[config.mk]
export PLATFORM = sky130hd
export DESIGN_NAME = chk_fifo
export DESIGN_NICKNAME = d
export VERILOG_FILES = /design/src/rtl/alu_response_checker_chk_fifo.sv
export SDC_FILE = /design/constraint.sdc
export NUM_CORES = 1
export LEC_CHECK = 0
export CELL_PAD_IN_SITES_DETAIL_PLACEMENT = 1
export CELL_PAD_IN_SITES_GLOBAL_PLACEMENT = 2
export CORE_MARGIN = 1
export CORE_UTILIZATION = 49
export CTS_BUF_LIST = sky130_fd_sc_hd__clkbuf_4
export CTS_CLUSTER_SIZE = 24
export DETAILED_ROUTE_END_ITERATION = 12
export GPL_ROUTABILITY_DRIVEN = 0
export PLACE_DENSITY = 0.94
export REMOVE_ABC_BUFFERS = 1
export SYNTH_ARGS = -nofsm -noshare
export SYNTH_HDL_FRONTEND = slang
export SYNTH_SLANG_ARGS = --single-unit
[constraint.sdc]
create_clock -name clk -period 4.4 [get_ports clk]
set_clock_uncertainty 0.15 [all_clocks]
set_input_delay 0.44 -clock clk [delete_from_list [all_inputs] [get_ports clk]]
set_output_delay 0.44 -clock clk [all_outputs]
set_load 0.01 [all_outputs]
[src/rtl/alu_response_checker_chk_fifo.sv]
// Synchronous FIFO holding expected-result entries; head is always visible.
// Pointers carry one extra wrap bit so full and empty are distinguishable.
module chk_fifo #(
  parameter int unsigned WIDTH = 32,
  parameter int unsigned DEPTH = 8
) (
  input  logic             clk,
  input  logic             rst_n,
  input  logic             clr,
  input  logic             push,
  input  logic             pop,
  input  logic [WIDTH-1:0] wdata,
  output logic             full,
  output logic             empty,
  output logic [WIDTH-1:0] head
);

  localparam int unsigned AW = $clog2(DEPTH);

  logic [AW:0]      r_wr_ptr;
  logic [AW:0]      r_rd_ptr;
  logic [WIDTH-1:0] r_mem [DEPTH];
  logic             w_push;
  logic             w_pop;

  assign empty  = (r_wr_ptr == r_rd_ptr);
  assign full   = (r_wr_ptr[AW] != r_rd_ptr[AW]) &&
                  (r_wr_ptr[AW-1:0] == r_rd_ptr[AW-1:0]);
  assign w_push = push && !full;
  assign w_pop  = pop && !empty;
  assign head   = r_mem[r_rd_ptr[AW-1:0]];

  // Pointer update: reset/clear to empty, otherwise advance on push/pop.
  always_ff @(posedge clk) begin
    if (!rst_n) begin
      r_wr_ptr <= '0;
      r_rd_ptr <= '0;
    end else if (clr) begin
      r_wr_ptr <= '0;
      r_rd_ptr <= '0;
    end else begin
      if (w_push) r_wr_ptr <= r_wr_ptr + (AW+1)'(1);
      if (w_pop)  r_rd_ptr <= r_rd_ptr + (AW+1)'(1);
    end
  end

  // Storage write; contents need no reset since pointers gate visibility.
  always_ff @(posedge clk) begin
    if (w_push && !clr) r_mem[r_wr_ptr[AW-1:0]] <= wdata;
  end

endmodule

* Yosys cells after proc, flatten, opt, wreduce, memory -nomap -nowiden
Memories as Yosys holds them, arrays and structs flattened. A register that Yosys moved wholly into a read port is not among the register bits.
Index checks and enable logic that the tools add are counted.
** Cells by class
- $add $sub $neg :: 2
- Eq/ne operators :: 3
- Mux-type cells :: 4
- Bitwise operators :: 1
- Reduce and logical (&&, ||, !) cells :: 8
** Operator list (number)
- $add A4 B1 Y4 const B :: 2
- $mux W3 :: 2
- $eq A4 B4 Y1 :: 1
- $logic_and A1 B1 Y1 :: 4
- $eq A3 B3 Y1 :: 1
- $logic_not A1 Y1 :: 3
- $mux W1 :: 2
- $reduce_or A2 Y1 :: 1
- $ne A1 B1 Y1 :: 1
- $not A1 Y1 :: 1
** Storage, ports and cells
- Bits in registers :: 8
- Memory bits (writable) :: 256
- Input port bits :: 37
- Output and inout bits :: 34
- Logic and storage cells :: 21
- Memories kept :: 1
** Memories
- r_mem :: depth 8, width 32, rd ports 1, clocked after memory_dff 1, wr ports 1, RTL line 22 : logic [WIDTH-1:0] r_mem [DEPTH];

* Logic depth before layout (Yosys ltp)
- Depth in word-level cells :: 7
- Depth in mapped cells :: 5
- Depth with buffers taken out :: 4

* Worst setup path after synthesis
No wires, ideal clock.
- Path kind :: register -> register
- Start point :: register r_wr_ptr[0]
- End point :: memory r_mem[5][0] (enable)
- Library setup time :: 0.461 ns
- Data arrival time :: 3.239 ns
- Required time :: 3.789 ns
- Path slack :: 0.550 ns
- Stages on the path, launching flop included :: 5
- Buffers on the path :: 1
- Clock period less this slack :: 3.850 ns
- Cells stage by stage :: dfxtp_1 > buf_2 > xnor2_2 > a41o_1 > nor3_1
** Between the ends
- Longest elaborated chain between the ends :: 7
** RTL lines
- start: declaration :: RTL line 20 : logic [AW:0] r_wr_ptr;
- start signal: assignment :: RTL line 42 : if (w_push) r_wr_ptr <= r_wr_ptr + (AW+1)'(1);
- $eq A3 B3 Y1 :: RTL line 28 : (r_wr_ptr[AW-1:0] == r_rd_ptr[AW-1:0]);
- $logic_and A1 B1 Y1 :: RTL line 27 : assign full = (r_wr_ptr[AW] != r_rd_ptr[AW]) &&
- $logic_not A1 Y1 :: RTL line 29 : assign w_push = push && !full;
- $logic_and A1 B1 Y1 :: RTL line 29
- $logic_and A1 B1 Y1 :: RTL line 49 : if (w_push && !clr) r_mem[r_wr_ptr[AW-1:0]] <= wdata;
- $mux W1 :: RTL line 49
- $mux W1 (implied by the code) :: RTL line 49
- end: declaration :: RTL line 22
Parallel ways exist; a longest one is shown, timed or not.

==> results.cfg <==
[routing]
wl_um = 21690
drt_first_pass_iters = 4
drt_iter0_markers = 327
viasPerCell = 5.666
via_count = 5111
drcViolationCount = 0
avgRoutedWirePerCell_um = 24.04
antenna_left = 0

[worst_hold_path]
hold_path_class = in -> reg

[critical_path]
path_cells = buf_12, mux4_1, mux2_2, clkdlybuf4s50_1
path_max_fanout = 34
cp.arrival_ps = 3090
critPathSlowestCell = dfxtp_4
critical_path_class = reg -> out
required_ps = 3810
r2r_setup_slack_ps = 1610
cp-start-kind = flip-flop
end_kind = output port
max_stage_delay_ps = 720

[place]
dp_cells = 791
io_buffers = 70
dpl.hpwl_um = 12440

[synth]
synth_cells = 454
synth_cell_types = 35
postSynthAreaPerCell_sq_um = 23.19
synth_ff_type = edfxtp_1
synthArstFlopShare_pct = 0
ys_warn_count = 0
synth_edf_count = 256
synth-seq-cells = 267
synthesis.area_sq_um = 10530
yosysSeqAreaShare_pct = 75.10

[clock_network]
ctsResizeCount = 0
path_clk_slew_ps = 60
cts_setup_buffers = 0
cts_tree = built
insertion_delay_ps = 650
clock-sinks = 267
htree_levels = 3
cts-root-to-sink-buffers = 3
cts_buffers = 69
cts_hold_buf = 0
cts_root_buffer = clkbuf_4

[floorplanning]
die_w_um = 148.6
std_cell_rows = 53
ios = 71
initial_core_util_pct = 50.09
die_h_um = 148.6
die_area_sq_um = 22080
core_sq_um = 21020

[grt]
grt_pass1_wl_um = 32840
grt_use_total_pct = 20.54
antenna_found_initial = 2
grt_max_degree = 35
grt.overflow.total = 0
first_global_vias = 5786

[timing]
relSlewSlack_pct = 30.12
max_freq_mhz = 271.6
finalHoldViolCount = 0
period_minus_slack_ps = 3682
rsz0062_at_grt = no
final_max_slew_viol_count = 0
setup_viol = 0
worst_pin_slew_ps = 1048
setup_tns_ps = 0
post-route-period-util_pct = 83.69

[pwr]
power_mw = 4.956
power.leakage_nw = 3.999
powerDensity_nw_per_um2 = 400.2
ir_worst_vdd_uv = 129.8

[status]
status = completed

[cells_and_area]
multi_input_comb_area_sq_um = 2500
nets = 626
synthToLayoutAreaGrowth_pct = 17.61
fillers = 1810
drive_gt1_share_pct = 30.45
stdcell_count = 902
seq_area_sq_um = 7914
final_util_pct = 58.91

[job]
maxCapViolCount = 0
[path summary, 6_finish.rpt]
check | from | end | depth (start not counted)
setup reg to reg | r_wr_ptr[0]$_SDFFE_PP0P_ | r_mem[7][1]$_DFFE_PP_ | 4
setup / recovery | flip-flop | head[1] | 4
hold reg to reg | r_rd_ptr[1]$_SDFFE_PP0P_ | r_rd_ptr[1]$_SDFFE_PP0P_ | 2
hold / removal | wdata[3] | r_mem[3][3]$_DFFE_PP_ | 1
[registers in the layout, indices dropped and copies added (netlist names), named ones only]
| signal | flops |
|---|---|
| r_mem | 256 |
| r_rd_ptr | 4 |
| r_wr_ptr | 4 |
[placed cells by master, fill, tap and decap left out, types with 2 or more instances in the layout]
cell and count:
a41oi_1 2, a41oi_2 2, and3b_1 2, buf_4 13
clkbuf_4 102, clkdlybuf4s50_1 70, clkinv_1 6, dfxtp_1 8
dfxtp_2 2, diode_2 3, edfxtp_1 256, ha_1 2
inv_1 3, mux2_2 32, mux2i_1 9, mux4_1 40
mux4_2 24, nand2_1 11, nand2b_1 3, nand3_1 2
nand3b_1 3, nand4_1 4, nor2_1 3, nor3_2 5
or3b_2 2, xnor2_2 3
[metal layers]
| metal | vias to the layer above | wire length [um] | global-route usage (%) |
|---|---|---|---|
| met5 | - | 0 | 0 |
| met1 | 2663 | 9205 | 26.18 |
| met3 | 32 | 1163 | 5.368 |
| met4 | 0 | 421 | 8.814 |
| li1 | 2256 | - | - |
| met2 | 160 | 10900 | 33.43 |
[through the flow]
step / hold slack (ps) / setup WS, ps / area [sq um]
4_1_cts: 316.9 / 596.4 / 12380
3_3_place_gp: 380.1 / 1347 / 11590
6_report: 381.0 / 717.8 / 12380
3_5_place_dp: 406.1 / 1297 / 11590
2_1_floorplan: 353.6 / 569.0 / 10380
5_1_grt: 352.5 / 537.4 / 12380
[where the power goes]
part	switching [mW]	internal, mW	total (mW)
sequential	0.0109	2.80	2.82
clock	0.908	1.04	1.95
combinational	0.0908	0.100	0.191
total	1.01	3.95	4.96
[critical path: cells and delay by family (launching register included)]
kind	cells	cell delay (ps)
flip-flops	1	720
multiplexers	2	890
buffers and inverters	2	830
[Yosys cell counts (4+ instances only)]
cell / count / area [sq um]
nand2_1: 11 / 41.29
mux2_2: 32 / 360.4
edfxtp_1: 256 / 7687
mux4_2: 24 / 540.5
buf_2: 8 / 40.04
buf_1: 4 / 15.01
mux4_1: 40 / 1051
nor2_1: 4 / 15.01
buf_6: 7 / 78.83
nand4_1: 4 / 25.02
nor3_1: 5 / 25.02
mux2i_1: 9 / 90.09
dfxtp_1: 11 / 220.2
[layout make-up]
class | count | area share, %
Multi-Input combinational cell | 162 | 20.19
Timing Repair Buffer | 84 | 6.608
Clock buffer | 102 | 6.184
Sequential cell | 267 | 63.91
Tap cell | 275 | 2.779
Clock inverter | 6 | 0.1819
Antenna cell | 3 | 0.06062
Inverter | 3 | 0.09094
[cells by family after synthesis]
| group | count (synthesis) | synth area share (%) |
|---|---|---|
| DFF | 267 | 75.10 |
| muxes | 105 | 19.39 |
| and+or+nand+nor | 43 | 2.401 |
| buffers and inverters | 25 | 1.485 |
| AOI/OAI and AO/OA | 7 | 0.7487 |
| xor gates and xnor gates | 5 | 0.6299 |
| adders and majority gates | 2 | 0.2376 |
No activity file was read; power rests on OpenSTA's default activity.
